$ cat src/rtl/core_pkg.sv
// Shared core constants: PC step, reset PC default, pc_gen state encoding and
// the JALR target bit-0 clearing helper.
package core_pkg;

    localparam logic [31:0] CORE_PC_STEP  = 32'd4;
    localparam logic [31:0] CORE_RESET_PC = 32'h0000_0000;

    typedef logic [1:0] pc_state_t;

    localparam logic [1:0] ST_IDLE  = 2'd0;
    localparam logic [1:0] ST_FETCH = 2'd1;
    localparam logic [1:0] ST_TRAP  = 2'd2;

    function automatic logic [31:0] clear_jalr_lsb(input logic [31:0] raw, input logic is_jalr);
        return raw & (is_jalr ? ~32'h1 : ~32'h0);
    endfunction

endpackage

$ cat src/rtl/pc_target_align.sv
// Redirect target conditioning: clears the JALR LSB and flags misalignment.
// With MISALIGN_TRAP_EN undefined, the low two bits are forced to zero and no flag exists.
module pc_target_align
    import core_pkg::*;
(
    input  logic [31:0] redir_target,
    input  logic        redir_is_jalr,
    output logic [31:0] target
`ifdef MISALIGN_TRAP_EN
    ,
    output logic        misaligned
`endif
);

    logic [31:0] cleared;

    assign cleared = clear_jalr_lsb(redir_target, redir_is_jalr);

`ifdef MISALIGN_TRAP_EN
    assign target     = cleared;
    assign misaligned = |cleared[1:0];
`else
    assign target     = cleared & ~32'h3;
`endif

endmodule

$ cat src/rtl/pc_gen.sv
// Program-counter generator / fetch-address issuer with redirect flush.
// Optional misaligned-target trap state enabled by MISALIGN_TRAP_EN.
//
//  state    | meaning
//  IDLE     | just out of reset, no fetch request yet
//  FETCH    | issuing sequential fetch addresses
//  TRAP     | misaligned redirect seen, fetch stalled until aligned redirect
module pc_gen
    import core_pkg::*;
#(
    parameter logic [31:0] RESET_PC = CORE_RESET_PC,
    parameter logic [31:0] PC_STEP  = CORE_PC_STEP
) (
    input  logic        clk,
    input  logic        rst,
    input  logic        RedirValid,
    input  logic [31:0] RedirTarget,
    input  logic        RedirIsJalr,
    input  logic        FetchReady,
    output logic        FetchValid,
    output logic [31:0] FetchPc,
    output logic [31:0] PcPlus4,
    output logic        Flush,
    output logic        Misalign,
    output logic [31:0] MisalignPc
);

    pc_state_t   state;
    logic [31:0] fetch_pc_q;
    logic        flush_q;
    logic [31:0] redir_pc;

`ifdef MISALIGN_TRAP_EN
    logic        redir_misaligned;
    logic        misalign_q;
    logic [31:0] misalign_pc_q;
`endif

    pc_target_align u_align (
        .redir_target  (RedirTarget),
        .redir_is_jalr (RedirIsJalr),
        .target        (redir_pc)
`ifdef MISALIGN_TRAP_EN
        ,
        .misaligned    (redir_misaligned)
`endif
    );

    // A redirect wins over a same-cycle handshake: the old PC counts as
    // accepted but its increment is discarded.
    always_ff @(posedge clk) begin
        if (rst) begin
            state      <= ST_IDLE;
            fetch_pc_q <= RESET_PC;
            flush_q    <= 1'b0;
        end else if (RedirValid) begin
            flush_q <= 1'b1;
`ifdef MISALIGN_TRAP_EN
            if (redir_misaligned) begin
                state <= ST_TRAP;
            end else begin
                state      <= ST_FETCH;
                fetch_pc_q <= redir_pc;
            end
`else
            state      <= ST_FETCH;
            fetch_pc_q <= redir_pc;
`endif
        end else begin
            flush_q <= 1'b0;
            case (state)
                ST_IDLE:  state <= ST_FETCH;
                ST_FETCH: if (FetchReady) fetch_pc_q <= fetch_pc_q + PC_STEP;
                default:  state <= state;
            endcase
        end
    end

`ifdef MISALIGN_TRAP_EN
    always_ff @(posedge clk) begin
        if (rst) begin
            misalign_q    <= 1'b0;
            misalign_pc_q <= 32'h0;
        end else if (RedirValid) begin
            misalign_q    <= redir_misaligned;
            misalign_pc_q <= redir_misaligned ? redir_pc : 32'h0;
        end
    end

    assign Misalign   = misalign_q;
    assign MisalignPc = misalign_pc_q;
`else
    assign Misalign   = 1'b0;
    assign MisalignPc = 32'h0;
`endif

    assign FetchValid = (state == ST_FETCH);
    assign FetchPc    = fetch_pc_q;
    assign PcPlus4    = fetch_pc_q + PC_STEP;
    assign Flush      = flush_q;

endmodule

$ cat config.mk
export PLATFORM = sky130hd
export DESIGN_NAME = pc_gen
export DESIGN_NICKNAME = d
export VERILOG_FILES = /design/src/rtl/core_pkg.sv /design/src/rtl/pc_target_align.sv /design/src/rtl/pc_gen.sv
export SDC_FILE = /design/constraint.sdc
export NUM_CORES = 1
export LEC_CHECK = 0
export CAP_MARGIN = 20
export CELL_PAD_IN_SITES_DETAIL_PLACEMENT = 1
export CELL_PAD_IN_SITES_GLOBAL_PLACEMENT = 1
export CORE_UTILIZATION = 31
export DETAILED_ROUTE_END_ITERATION = 8
export PLACE_DENSITY_LB_ADDON = 0.25
export SLEW_MARGIN = 20
export SYNTH_ARGS = -nofsm -noshare
export SYNTH_HDL_FRONTEND = slang
export SYNTH_SLANG_ARGS = --single-unit
export TNS_END_PERCENT = 5
$ cat constraint.sdc
create_clock -name clk -period 6.49 [get_ports clk]
set_clock_uncertainty 0.2 [all_clocks]
set_input_delay 1.947 -clock clk [delete_from_list [all_inputs] [get_ports clk]]
set_output_delay 1.947 -clock clk [all_outputs]
set_load 0.03 [all_outputs]
==> results of run 1 <==
[worst paths after layout]
check	from	end	slack (ps)	depth (start not counted)
setup reg to reg	FetchPc[6]	FetchPc[27]	4070	4
hold / removal	FetchPc[31]	FetchPc[31]	380	2
hold reg to reg	FetchPc[31]	FetchPc[31]	380	2
setup / recovery	FetchPc[6]	PcPlus4[28]	1340	5
[sequential cells by signal, indices dropped and copies added, names as in the netlist]
signal,flops
state,1
FetchPc,30
Flush,1
[cell type report]
cell class	instances	area share [%]
clock buffer	6	2.008
clock inverter	1	0.1385
inverter	6	0.8307
multi-input combinational	288	48.84
sequential	32	17.72
tap	108	3.738
timing repair buffer	97	26.72
[placed cells by master, fill, tap and decap left out, drive strengths merged, types with 2 or more instances in the layout]
cell type,Yosys,routed
clkdlybuf4s50,0,95
conb,1,37
dfxtp,32,32
nor2,28,28
nand2,28,28
nand3,24,24
xnor2,19,19
xor2,18,18
nand4,18,18
nor3,11,11
nor4,11,11
and3,10,10
o21ai,8,8
a211oi,8,8
a311oi,8,8
nand2b,7,7
or3,7,7
and4,6,6
inv,6,6
clkbuf,17,6
a311o,4,4
a31oi,3,3
o31ai,3,3
or4,3,3
nor2b,3,3
o31a,3,3
and2,2,2
o311a,2,2
a2111oi,2,2
a21oi,2,2
o311ai,2,2
o2111a,2,2
buf,49,2
[logic make-up after synthesis]
| logic type | after synthesis |
|---|---|
| adder cells (fa/ha/maj) | 1 |
| flip-flops | 32 |
| AND/OR/NAND/NOR | 160 |
| other | 1 |
| XOR/XNOR | 37 |
| AO/OA/AOI/OAI | 53 |
| buffers and inverters | 74 |
[stage by stage]
stage	util (%)	total power, W	cell area [sq um]
finish	41.45	0.0006071	3615
global route	41.45	0.0006315	3615
CTS	41.45	0.0006113	3615
detailed placement	40.56	0.0004580	3537
global placement	40.56	0.0004553	3537
floorplan	-	0.0003918	2919
[power breakdown]
part           internal (W)  total (W)  leakage, nW  switching [W]
Sequential         0.000210   0.000239        0.266      0.0000292
Combinational     0.0000854   0.000214        0.988       0.000129
Clock             0.0000730   0.000154       0.0410      0.0000807
Total              0.000369   0.000607         1.29       0.000238
[critical path, cell delays in order, from the launching register on]
cell                              delay (ps)
sky130_fd_sc_hd__dfxtp_1                 560
sky130_fd_sc_hd__nand4_4                 220
sky130_fd_sc_hd__nor4_1                  790
sky130_fd_sc_hd__and3_1                  290
sky130_fd_sc_hd__xor2_1                  160
sky130_fd_sc_hd__clkdlybuf4s50_1         690
[metal layers]
layer	global-route usage [%]	vias to the layer above
li1	-	1365
met1	24.60	1365
met2	31.91	98
met3	3.613	6
met4	5.626	0
met5	0	-
==> run summary, run 1 <==
The final-report setup violation count is 0. The pin count of the biggest net entering global routing came out at between 40 and 50. After detailed routing, the wire length on met1 is 4.183 mm. The number of different library cells used by synthesis comes to between 50 and 60. The number of buffers inserted by post-CTS setup repair came out at 0.

A synthesized cell averages roughly 7.8 sq um. The power per cell area came out at 168.0 nW/um^2. The number of synthesized flops with an enable pin is 0.

The worst setup slack before clock tree synthesis is 1682 ps. The cell area that synthesis handed to floorplanning was 2784 sq um. The warning count from the yosys run came out at 0. The total area of sequential cells is about 640 sq um.

The worst setup path is launched from a register. The aggregate negative setup slack is 0 ps. The kind of critical path is register to primary output. Headroom to the max-slew limit came out at between 30% and 40%.

The cell count after synthesis came out at roughly 360. The number of vias after detailed routing came out at ~2,800. The total clock buffers created by CTS is 5. The count of final hold-check violations is 0.

Once placement completed, the tool counted placed cells totaling 531. The synthesized netlist devotes roughly 31% of its cell area to simple gates. Setup repair after global routing left no endpoint under its margin.

Yosys instantiated no cell more often than sky130_fd_sc_hd__buf_4. The number of maximum-capacitance violations is 0. The highest layer touched by signal routing is met4. The initial standard-cell utilization of the core is 31.92%.

The die is roughly 97 um tall. The largest area contributor in the netlist is sky130_fd_sc_hd__dfxtp_1. After global routing the overflow that remains totals 0. The fraction of registers with async set or reset after synthesis is 0%. For the worst-skew pair, the clock arrives at the later sink with an insertion delay of 290 ps. In the final design database the tool counted about 470 nets. TritonCTS built the clock tree. The area growth from synthesis to layout is 29.84%. The complex-gate fraction of the synthesized area is around 15%.

The overall die area is around 9400 sq um. The highest net fanout along the worst path came out at 10. The pin slew with the least headroom to its limit came out at between 900 and 1000 ps. The iteration-0 DRC count of the detailed router is 100. The worst setup margin is between 1000 and 1500 ps. No sink is reached through more buffers than the 2 on the longest clock path. The number of diodes came out at 0. Summing the areas of all fa, ha and maj instances in the mapped netlist gives 0.4494% of the synthesized area. In the synthesized netlist the dominant register cell turns out to be sky130_fd_sc_hd__dfxtp_1. The flow ran to the end, and the final reports show no timing, DRC or antenna violations. At the worst endpoint, the arrival time is about 3000 ps. The number of global-route vias before repair came out at 2,760. The number of detailed-routing iterations run before antenna repair is 4. The count of input and output buffers is 95. The final number of max-transition violations is 0. Summing all multi-input logic gate instances after layout gives roughly 1800 sq um.

Summed over all cells, the static leakage comes to between 1 and 1.5 nW. The global-route wire length before repair came out at around 14 mm. In the routed design, unresolved DRC markers number 0. The die width came out at about 97 um. Of the post-synthesis cell area, the dominant cell type holds a little under a quarter.

The final cell count without fillers is between 500 and 600. For this run, the total global-route usage over all layers was measured as 19.00%. The fmax is ~190 MHz. The length of routed met2 wiring came out at ~4.2 mm. The data required time of the critical path came out at roughly 4300 ps. The number of vias per cell after detailed routing came out at 5.268. Sorting the synthesized cells by area gives the leading types as sky130_fd_sc_hd__dfxtp_1 23%, sky130_fd_sc_hd__buf_4 11%, sky130_fd_sc_hd__xnor2_1 6.0%. The initial antenna violation count is 0.

The quantity of gates resized following cts came out at 0. Sorting the synthesized cells by how often they occur yields 39 x sky130_fd_sc_hd__buf_4, 32 x sky130_fd_sc_hd__dfxtp_1, 28 x sky130_fd_sc_hd__nand2_1, 28 x sky130_fd_sc_hd__nor2_1, 23 x sky130_fd_sc_hd__nand3_1. The number of H-tree branching levels is 2. Routability-driven placement finished with a final weighted congestion of 0.8540. The fraction of layout cells with a size suffix above 1 came out at around 3.5%. Counting the fill cells in the layout gives around 1,100.

The I/O pin count came out at 136. The number of rows created at floorplan came out at 34. The tree is rooted in a sky130_fd_sc_hd__clkbuf_8. The xor/xnor cell area share of the yosys netlist came out at between 10% and 20%. The synthesis-stage register bit count came out at 32. The largest family of logic cells by synthesized area is simple AND/OR/NAND/NOR gates. After detailed routing, the average wire length per cell comes to 16.60 um.

The portion of synthesized area spent on multiplexers is 0%. The clock-pin slew on the worst setup and hold paths came out at 80 ps. Final hold analysis gives a worst-case slack of between 300 and 400 ps. Summed over all layers, the routed wires come to 8.931 mm.

The worst IR drop on VDD came out at a little over 70 uV. The share of the Yosys chip area taken by registers is a little under a quarter. The core outline area is approximately 8700 sq um.

The class of the tightest hold or removal check is register to register. The number of buffers inserted by hold repair at cts came out at 0. The final worst-path cycle share is roughly 79%. The worst path needs 5145 ps of the cycle, external delays included. The wire length on met3 is approximately 470 um. The post-detailed-route count of antenna-violating nets is 0. The worst setup path is captured at a primary output. The sum of net half-perimeters after detailed placement came out at ~6.6 mm. The number of clock sinks came out at 32.
Note: power is estimated with default switching activity, not from simulation.
==> run 2, diff against run 1 <==
--- a/config.mk
+++ b/config.mk
@@ -8,7 +8,7 @@
 export CAP_MARGIN = 20
 export CELL_PAD_IN_SITES_DETAIL_PLACEMENT = 1
 export CELL_PAD_IN_SITES_GLOBAL_PLACEMENT = 1
-export CORE_UTILIZATION = 31
+export CORE_UTILIZATION = 26
 export DETAILED_ROUTE_END_ITERATION = 8
 export PLACE_DENSITY_LB_ADDON = 0.25
 export SLEW_MARGIN = 20
==> constraint.sdc (replaced) <==
create_clock -name clk -period 4.6 [get_ports clk]
set_clock_uncertainty 0.2 [all_clocks]
set_input_delay 1.38 -clock clk [delete_from_list [all_inputs] [get_ports clk]]
set_output_delay 1.38 -clock clk [all_outputs]
set_load 0.03 [all_outputs]
==> run 2 against run 1 <==
Effect of this change: sequential power up 41%; clock-buffer cell count decreased by 1; via count is 1.2% higher; global-route usage down 1.3 points; critical endpoint is now PcPlus4[30]; first-iteration DRC count rose by 14%; cell area is 4.0% higher.
==> run summary, run 2 (same netlist as run 1, synthesis figures left out) <==
The post-detailed-route count of antenna-violating nets came out at 0. The I/O pin count came out at about 140. Input and output buffers added on the ports amount to 95. The initialized floorplan defines 37 standard-cell rows. The min-delay analysis places its worst path in the category register to register. Before antenna repair, the detailed router went through 4 iterations. The number of flip-flops in the largest register came out at 30.

The last weighted congestion value of the routability-driven placer is roughly 0.8. Summed over all cells, the static leakage comes to 1.371 nW. The final-report setup violation count is 0. The routed design could run at a clock period as short as approximately 4300 ps. The area growth from synthesis to layout came out at 35.10%. By startpoint and endpoint, the worst setup path is classified as register to primary output. For this configuration, the core starts out at a cell density of between 20% and 30%. The final core utilization is a little over a third. The die width is approximately 110 um. The number of clock sinks came out at 32.

The worst slew margin relative to its limit is between 40% and 50%. CTS placed an instance of sky130_fd_sc_hd__clkbuf_8 at the clock tree root. Setup repair after global routing left no endpoint under its margin.

In the routed design, unresolved DRC markers number 0. The final number of max-transition violations came to 0. Summing all flip-flop and latch instances after layout gives between 600 and 700 sq um. The final worst-path cycle share is 94.39%. For this run the aggregate overflow at the end of global routing stands at 0. Leaving out fill and tap cells, the most frequent cells in the layout are 94 x sky130_fd_sc_hd__clkdlybuf4s50_1, 37 x sky130_fd_sc_hd__conb_1, 31 x sky130_fd_sc_hd__dfxtp_1, 28 x sky130_fd_sc_hd__nor2_1, 28 x sky130_fd_sc_hd__nand2_1.

In the final timing run, aggregate negative setup slack is 0 ps. The number of diodes came out at 0. The die outline height came out at ~110 um.

The core outline area is 10,370 sq um. The endpoint class of the critical path is a primary output. The number of maximum-capacitance violations is 0. The type of element launching the critical path is a register. In this run the power spent charging and discharging nets is approximately 0.00035 W.

The data arrival at the endpoint of the critical path is around 2800 ps. In this run, the combinational gates consume between 30% and 40% of the power. The clock network accounts for between 30% and 40% of the total power.

TritonCTS built the clock tree. The fmax is roughly 230 MHz. The total clock buffers created by CTS is 5.

The number of global-route vias before repair came out at roughly 2,900. The final-stage net count is between 400 and 500. The proportion of total power due to net switching is 37.66%. The clock tree buffer depth came out at 2. The number of buffers inserted by hold repair at cts is 0. The sum of net half-perimeters after detailed placement is a little over 7 mm. The number of H-tree branching levels is 2.

The pin slew with the least headroom to its limit came out at ~830 ps. The post-route netlist has ~6.4% of its cells at a drive strength greater than 1. The number of vias per cell after detailed routing came out at around 5. The share of total power in sequential cells came out at between 30% and 40%. The initial antenna violation count came out at 0.

Clock-pin slew was measured on the worst setup and hold paths at 80 ps. The iteration-0 DRC count of the detailed router is between 100 and 150. Of all nets on the critical path, the largest fanout is 10. Hold is met by ~370 ps. The pin count of the biggest net entering global routing is 44. The overall die area came out at roughly 11,000 sq um.

The fill cell total of the finished layout is ~1,300. The data required time of the critical path is 3020 ps. The clock reaches the later pin of the worst-skew pair after about 300 ps. The number of vias after detailed routing came out at around 2,900. The flow ran to the end, and the final reports show no timing, DRC or antenna violations. Internal power comes to between 0.0005 and 0.0006 W. The power per cell area is 247.2 nW/um^2.

The worst IR drop on VDD is roughly 99 uV. Leaving out fill and tap cells, the most frequent cell in the layout is sky130_fd_sc_hd__clkdlybuf4s50_1. The global-route wire length before repair is between 15 and 20 mm. Global routing consumed, over all layers together, between 15 and 20% of the routing resources. The detailed-route wire length per cell is 17.03 um. The final wirelength is around 10 mm. The area of the multi-input gates is around 1800 sq um.

The count of final hold-check violations came to 0.
[run 2: cell types whose count changed in the layout (fill, tap and decap cells not counted), sizes merged]
| cell | delta |
|---|---|
| buf | +9 |
| bufinv | +1 |
| clkbuf | -1 |
| clkdlybuf4s50 | -1 |
| clkinvlp | +1 |
| dlymetal6s2s | +1 |
[run 2: power by group through the flow]
stage                     Sequential [W]  Clock, W  Combinational [W]
final                           0.000336  0.000284           0.000310
after global routing            0.000341  0.000299           0.000328
after CTS                       0.000335  0.000291           0.000312
after detailed placement        0.000342         0           0.000311
after global placement          0.000340         0           0.000308
after floorplan                 0.000363         0           0.000190
[run 2: worst max-delay path, stage by stage (launching register included)]
cell and delay (ps):
sky130_fd_sc_hd__dfxtp_1 430, sky130_fd_sc_hd__ha_1 270, sky130_fd_sc_hd__and3_1 230, sky130_fd_sc_hd__nand3_2 250, sky130_fd_sc_hd__nor4_1 390, sky130_fd_sc_hd__xor2_1 190, sky130_fd_sc_hd__clkdlybuf4s50_1 690
[run 2: repair_timing]
action,4_1_cts,5_1_grt
setup endpoints to repair,0,2
resized for setup,0,3
setup buffers,0,0
[run 2: per-stage QoR]
step	worst slack, ps	std cells	power (W)	instance area, sq um
floorplan	593.4	394	0.0005528	2919
global placement	408.3	568	0.0006484	3640
detailed placement	366.5	568	0.0006524	3640
CTS	44.21	576	0.0009382	3751
global route	58.07	576	0.0009678	3761
finish	258.1	576	0.0009296	3761
[run 2: area by class of cell]
type / instances / share of cell area [%]
Clock inverter: 3 / 1.131
Sequential cell: 32 / 17.07
Tap cell: 136 / 4.524
Inverter: 6 / 0.7984
Timing Repair Buffer: 106 / 27.54
Multi-Input combinational cell: 288 / 47.11
Clock buffer: 5 / 1.830
[run 2: per-layer routing]
layer,vias to the layer above,part of all wire (%),track usage (%)
met1,1364,47,23.39
li1,1387,-,-
met3,12,5.3,3.154
met4,0,1.7,5.634
met5,-,0,0
met2,106,46,29.09
[run 2: path summary, 6_finish.rpt]
check | startpoint | endpoint | slack [ps] | depth (start not counted)
worst min-delay path | FetchPc[3] | FetchPc[3] | 370 | 2
worst max-delay path | FetchPc[2] | PcPlus4[30] | 260 | 6
worst min register to register | FetchPc[3] | FetchPc[3] | 370 | 2
worst max register to register | state[0] | FetchPc[18] | 2180 | 4
